<file path="config.mk">
export PLATFORM = sky130hd
export DESIGN_NAME = ca_frame_writer_flat
export DESIGN_NICKNAME = d
export VERILOG_FILES = /design/src/rtl/ca_frame_writer_pkg.sv /design/src/rtl/ca_frame_writer_if.sv /design/src/rtl/ca_frame_writer_rule_word.sv /design/src/rtl/ca_frame_writer.sv /design/src/flat_wrapper.sv
export SDC_FILE = /design/constraint.sdc
export NUM_CORES = 1
export LEC_CHECK = 0
export CORE_ASPECT_RATIO = 0.6
export CORE_MARGIN = 2
export CORE_UTILIZATION = 50
export DETAILED_ROUTE_END_ITERATION = 10
export HOLD_SLACK_MARGIN = 0.12
export PLACE_DENSITY = 0.72
export SETUP_SLACK_MARGIN = 0.1
export SLEW_MARGIN = 20
export SYNTH_ARGS = -nofsm -noshare
export SYNTH_HDL_FRONTEND = slang
export SYNTH_SLANG_ARGS = --single-unit
</file>
<file path="constraint.sdc">
create_clock -name clk108 -period 4.7 [get_ports clk108]
set_input_delay 0.705 -clock clk108 [delete_from_list [all_inputs] [get_ports clk108]]
set_output_delay 0.705 -clock clk108 [all_outputs]
set_load 0.02 [all_outputs]
</file>
<file path="src/rtl/ca_frame_writer_pkg.sv">
// Shared constants and state encoding for the cellular-automaton frame writer.
// Defaults describe a 1280x1024 frame of 20-pixel words.
package ca_pkg;

  localparam int WORD_W        = 20;
  localparam int ROW_WORDS     = 64;
  localparam int ROWS          = 1024;
  localparam int SEED_ADDR     = 32;
  localparam int LAST_ROW_BASE = 65472;

  typedef enum logic [2:0] {
    IDLE,
    CLEAR,
    COPY_RD,
    COPY_WR,
    PRIME,
    FETCH,
    STORE,
    FIN
  } state_t;

endpackage

</file>
<file path="src/rtl/ca_frame_writer_if.sv">
// Frame-buffer port A: one word address, write data/enable, and read data
// that is valid one cycle after a read address is presented.
interface ca_frame_writer_if;
  import ca_pkg::*;

  logic [15:0]       address_a;
  logic [WORD_W-1:0] data_a;
  logic              wren_a;
  logic [WORD_W-1:0] q_a;

  modport master (
    output address_a,
    output data_a,
    output wren_a,
    input  q_a
  );

  modport slave (
    input  address_a,
    input  data_a,
    input  wren_a,
    output q_a
  );

endinterface

</file>
<file path="src/rtl/ca_frame_writer_rule_word.sv">
// Applies an elementary-CA rule to one 20-pixel word; prev and next
// supply the neighbours of the word's edge pixels.
module ca_rule_word
  import ca_pkg::*;
(
  input  logic [WORD_W-1:0] prev,
  input  logic [WORD_W-1:0] cur,
  input  logic [WORD_W-1:0] next,
  input  logic [7:0]        rule,
  output logic [WORD_W-1:0] word
);

  // ext[i] is pixel i-1, so pixel i sees {ext[i], ext[i+1], ext[i+2]}
  logic [WORD_W+1:0] ext;

  assign ext = {next[0], cur, prev[WORD_W-1]};

  for (genvar i = 0; i < WORD_W; i++) begin : g_bit
    assign word[i] = rule[{ext[i], ext[i+1], ext[i+2]}];
  end

endmodule

</file>
<file path="src/rtl/ca_frame_writer.sv">
// Clears/seeds the frame buffer, or copies the last row to row 0 and
// regenerates every following row from the row above it.
module ca_frame_writer #(
  parameter int WORD_W    = ca_pkg::WORD_W,
  parameter int ROW_WORDS = ca_pkg::ROW_WORDS,
  parameter int ROWS      = ca_pkg::ROWS
) (
  input  logic                clk108,
  input  logic                reset,
  input  logic                ready_sig,
  input  logic                seed,
  input  logic [7:0]          rule,
  ca_frame_writer_if.master   mem,
  output logic                busy,
  output logic                done
);
  import ca_pkg::*;

  localparam int SH = $clog2(ROW_WORDS);
  localparam logic [15:0] LAST_W    = 16'(ROW_WORDS - 1);
  localparam logic [15:0] LAST_ROW  = 16'(ROWS - 1);
  localparam logic [15:0] LAST_BASE = 16'((ROWS - 1) * ROW_WORDS);
  localparam logic [15:0] SEED_W    = 16'(ROW_WORDS / 2);
  localparam logic [15:0] MEM_LAST  = 16'(ROWS * ROW_WORDS - 1);

  state_t state, state_n;
  logic [15:0] cnt, cnt_n;
  logic [15:0] row, row_n;
  logic        ph, ph_n;
  logic [WORD_W-1:0] prev, prev_n;
  logic [WORD_W-1:0] cur, cur_n;
  logic [7:0]  rule_q, rule_n;

  logic [15:0] addr;
  logic [WORD_W-1:0] wdata;
  logic        wr;
  logic [WORD_W-1:0] nxt;
  logic [WORD_W-1:0] word;
  logic [15:0] row_m1;
  logic [15:0] base_cur;
  logic [15:0] base_prv;

  assign row_m1   = row - 16'd1;
  assign base_cur = row << SH;
  assign base_prv = row_m1 << SH;

  // The word after the last one in a row is off the edge, so it reads as 0
  assign nxt = (state == STORE && cnt != LAST_W) ? mem.q_a : '0;

  ca_rule_word u_rule (
    .prev (prev),
    .cur  (cur),
    .next (nxt),
    .rule (rule_q),
    .word (word)
  );

  always_ff @(posedge clk108 or posedge reset) begin
    if (reset) begin
      state  <= IDLE;
      cnt    <= '0;
      row    <= '0;
      ph     <= 1'b0;
      prev   <= '0;
      cur    <= '0;
      rule_q <= '0;
    end else begin
      state  <= state_n;
      cnt    <= cnt_n;
      row    <= row_n;
      ph     <= ph_n;
      prev   <= prev_n;
      cur    <= cur_n;
      rule_q <= rule_n;
    end
  end

  always_comb begin
    state_n = state;
    cnt_n   = cnt;
    row_n   = row;
    ph_n    = ph;
    prev_n  = prev;
    cur_n   = cur;
    rule_n  = rule_q;
    addr    = '0;
    wdata   = '0;
    wr      = 1'b0;
    done    = 1'b0;
    busy    = (state != IDLE);
    unique case (state)
      IDLE: begin
        if (seed) begin
          state_n = CLEAR;
          cnt_n   = '0;
        end else if (ready_sig) begin
          state_n = COPY_RD;
          cnt_n   = '0;
          rule_n  = rule;
        end
      end
      CLEAR: begin
        addr  = cnt;
        wdata = (cnt == SEED_W) ? WORD_W'(1) : '0;
        wr    = 1'b1;
        cnt_n = cnt + 16'd1;
        if (cnt == MEM_LAST) state_n = FIN;
      end
      COPY_RD: begin
        addr    = LAST_BASE + cnt;
        state_n = COPY_WR;
      end
      COPY_WR: begin
        addr  = cnt;
        wdata = mem.q_a;
        wr    = 1'b1;
        cnt_n = cnt + 16'd1;
        state_n = COPY_RD;
        if (cnt == LAST_W) begin
          state_n = PRIME;
          cnt_n   = '0;
          row_n   = 16'd1;
          ph_n    = 1'b0;
        end
      end
      PRIME: begin
        // first cycle issues the read, second captures it
        addr = base_prv;
        if (!ph) begin
          ph_n = 1'b1;
        end else begin
          ph_n    = 1'b0;
          cur_n   = mem.q_a;
          prev_n  = '0;
          cnt_n   = '0;
          state_n = FETCH;
        end
      end
      FETCH: begin
        if (cnt != LAST_W) addr = base_prv + cnt + 16'd1;
        state_n = STORE;
      end
      STORE: begin
        addr   = base_cur + cnt;
        wdata  = word;
        wr     = 1'b1;
        prev_n = cur;
        cur_n  = nxt;
        if (cnt == LAST_W) begin
          cnt_n = '0;
          if (row == LAST_ROW) begin
            state_n = FIN;
          end else begin
            row_n   = row + 16'd1;
            state_n = PRIME;
          end
        end else begin
          cnt_n   = cnt + 16'd1;
          state_n = FETCH;
        end
      end
      FIN: begin
        done    = 1'b1;
        state_n = IDLE;
      end
    endcase
  end

  assign mem.address_a = addr;
  assign mem.data_a    = wdata;
  assign mem.wren_a    = wr;

endmodule

</file>
<file path="src/flat_wrapper.sv">
// flat-port wrapper written by rule: the top's interface ports become plain ports
module ca_frame_writer_flat import ca_pkg::*;
#(
  parameter int WORD_W    = ca_pkg::WORD_W,
  parameter int ROW_WORDS = ca_pkg::ROW_WORDS,
  parameter int ROWS      = ca_pkg::ROWS
)
  (clk108, reset, ready_sig, seed, rule, busy, done, mem_address_a, mem_data_a, mem_wren_a, mem_q_a);
  ca_frame_writer_if mem_i ();
  input  logic clk108;
  input  logic reset;
  input  logic ready_sig;
  input  logic seed;
  input  logic [7:0] rule;
  output logic busy;
  output logic done;
  output wire logic [$bits(mem_i.address_a)-1:0] mem_address_a;
  output wire logic [$bits(mem_i.data_a)-1:0] mem_data_a;
  output wire logic [$bits(mem_i.wren_a)-1:0] mem_wren_a;
  input wire logic [$bits(mem_i.q_a)-1:0] mem_q_a;
  assign mem_address_a = mem_i.address_a;
  assign mem_data_a = mem_i.data_a;
  assign mem_wren_a = mem_i.wren_a;
  assign mem_i.q_a = mem_q_a;
  ca_frame_writer #(.WORD_W(WORD_W), .ROW_WORDS(ROW_WORDS), .ROWS(ROWS)) u_core (.clk108(clk108), .reset(reset), .ready_sig(ready_sig), .seed(seed), .rule(rule), .mem(mem_i), .busy(busy), .done(done));
endmodule
</file>
==> results of run 1 <==
layer usage:
layer / vias to the layer above / wire [um]
li1: 2557 / -
met1: 2770 / 8029
met2: 332 / 7669
met3: 45 / 1915
met4: 0 / 295
met5: - / 0
metrics by stage:
stage	utilization	worst slack, ns	total power, W	hold WS [ns]	cells
finish	0.5954	0.2437	0.001330	0.5508	866
global route	0.5954	0.1027	0.001372	0.5779	866
CTS	0.5940	0.1385	0.001339	0.5443	866
detailed placement	0.5693	0.2953	0.0006702	0.5237	850
global placement	0.5693	0.5292	0.0006672	0.5343	850
floorplan	-	0.7552	0.0006336	0.4967	673
area by class of cell:
type                       count  share of cell area
clock buffer                  11             0.03251
clock inverter                 5            0.007864
inverter                      17            0.008913
multi-input combinational    523              0.5862
sequential                    65              0.2274
tap                          165             0.02884
timing repair buffer          80              0.1084
registers in the layout, indices dropped and copies added (netlist names):
signal / flops
u_core.cur: 20
u_core.cnt: 16
u_core.row: 16
u_core.rule_q: 8
u_core.state: 3
u_core.ph: 1
u_core.prev: 1
Yosys cell counts, types with 5 or more instances:
cell / number
dfrtp_1: 65
clkbuf_1: 62
nand2_1: 62
o21ai_0: 56
nor2_1: 47
mux4_2: 40
xnor2_1: 28
a21oi_1: 27
a22o_1: 27
ha_1: 23
nand3_1: 23
mux2i_1: 22
inv_1: 17
nand2b_1: 15
xor2_1: 12
and3_1: 10
or3_1: 10
nor3_1: 9
mux2_2: 8
a22oi_1: 7
nor2b_1: 7
a211oi_1: 5
nand3b_1: 5
kinds of logic (layout without fill, tap and decap cells):
group,Yosys count,after routing,synth area share
mux,70,70,0.1976
fa+ha+maj,24,24,0.05020
compound gates,167,167,0.1792
flops,65,65,0.2653
simple gates,222,222,0.1965
xor+xnor,40,40,0.05714
buf+inv,85,113,0.05408
path summary, 6_finish.rpt:
| path | slack (ns) | depth (start not counted) | end |
|---|---|---|---|
| max | 0.24 | 13 | mem_address_a[14] |
| min | 0.55 | 1 | u_core.prev[19] |
| max reg2reg | 2.07 | 6 | u_core.cnt[8] |
| min reg2reg | 0.55 | 1 | u_core.prev[19] |
| max in group asynchronous | 2.89 | 3 | u_core.row[0] |
| min in group asynchronous | 0.83 | 2 | u_core.row[15] |
power by group:
group	total, W	switching, W	internal [W]
Clock	0.000670	0.000260	0.000410
Sequential	0.000592	0.0000233	0.000569
Combinational	0.0000681	0.0000223	0.0000457
what timing repair did:
item / 4_1_cts / 5_1_grt
hold buffers: 0 / 0
setup endpoints to repair: 3 / 5
gates cloned: 0 / 0
pin swaps: 0 / 0
endpoints found under the hold margin: 0 / 0
resized for setup: 4 / 6
==> run metrics, run 1 <==
crit start category flip-flop; grt met2 use 0.4069; slowest stage delay, CP approximately 0.50 ns; Fmax approximately 220 MHz; area grow syn2layout 16.78%; Initial Util 0.5099; Setup Skew a little under 0.007 ns; outcome finished clean; vias in the first global route approximately 5.5k; crit-path cells inv_1 > ha_1 > or4b_1 > nor2_1 > xor2_1 > ha_1 > a21oi_2 > nand2_1 > a21oi_1 > o21ai_0 > xnor2_1 > o21ai_0 > dlygate4sd2_1; number of DRC markers in iteration 0 631; first drt pass iteration count 6; Synthesis Warnings 0; die area 13190 um2; Crit path buffers/inverters 2; FILL cells 1018; final setup fails 0; busiest grt layer met1; diodes inserted 0; top_reg_cell synth dfrtp_1; Clock Pin Slew Worst Setup and Hold Paths 0.06 ns; mean post-synth cell area 9.110 um2; Num CTS Buffers 9; min-delay src u_core.prev[19]; unrepaired setup endpoints after global routing false; CP startpoint u_core.row[0]; Net Count, Synth 729; CTS tree yes; Least-Margin Pin Slew 0.9893 ns; Max clock buf depth 2; clock root cell clkbuf_16; Via density ~6.6; leading cell types in the layout, fill and taps excluded 67 x clkdlybuf4s50_1, 64 x dfrtp_1, 62 x nand2_1; leading post-synthesis cells by cell area dfrtp_1 27%, mux4_2 15%, ha_1 4.7%; Critical Setup Path Class flip-flop to output port; port bufs 70; setup bufs post-CTS 0; Tmin final 4.456 ns; Rows 31; Placer Congestion 0.9572; sequential cell area fraction in the yosys report 0.2653; Top-Level Pins 71; Total Routed Length 17.91 mm; cell area after layout 7159 um2; Lkg Pwr 3.077 nW; Die H 89.78 um; H-tree levels 3; worst skew pair latency approximately 0.34 ns; vias 5704; reg2reg start u_core.cnt[0]; area post-placement roughly 6800 um2; crit-path leading delay family simple AND/OR/NAND/NOR gates; CP arrival around 3.8 ns; Slew Viols, Final 0; CP max-delay cell or4b_1; first-pass GRT wire length between 20 and 30 mm; Crit Path Max Fanout 7; HP Class flip-flop to flip-flop; most common cell after layout, fill and taps aside clkdlybuf4s50_1; mapped cell area 6131 um2; Detailed Place HPWL 12.94 mm; TNS Setup 0 ns; Syn Inst Count about 670; CORE AREA ~12000 um2; Yosys top cell area share 0.2653; CP required ~4.0 ns; Detail Route Antenna Nets 0; GRT Util Overall 0.2787; Worst VDD drop roughly 180 uV; number of synthesized flops with an enable pin 0; CTS sink cnt 65; chip width 147.0 um; layout cells sized above 1 0.1284; Multi-input gate area 4197 um2; async set-or-reset flop fraction in the synthesized netlist 1.000; met1 usage 0.4234; Crit. End Element output port; Hold Fails Final Rpt 0; Wirelength per Cell slightly above 20 um; final period utilization 0.9482; GR Layer Usage met3 0.06142; DRC errors left 0; max cap viols 0; cell taking the most area after synthesis dfrtp_1; Yosys reg bits 65; GRT overflow 0; initial antenna violation count 0; max_slew headroom 0.3405; PwrDens 185.8 nW/um2; Reg area 1628 um2; Post-layout nets 752; Synth cell types 68; pin count of the biggest net entering global routing 36
Note: power is estimated with default switching activity, not from simulation.
==> run 2: changes to the inputs <==
--- a/config.mk
+++ b/config.mk
@@ -9,7 +9,6 @@
 export CORE_MARGIN = 2
 export CORE_UTILIZATION = 50
 export DETAILED_ROUTE_END_ITERATION = 10
-export HOLD_SLACK_MARGIN = 0.12
 export PLACE_DENSITY = 0.72
 export SETUP_SLACK_MARGIN = 0.1
 export SLEW_MARGIN = 20
==> results of run 2 <==
The final DEF is identical to that of run 1; final timing and power are the same.
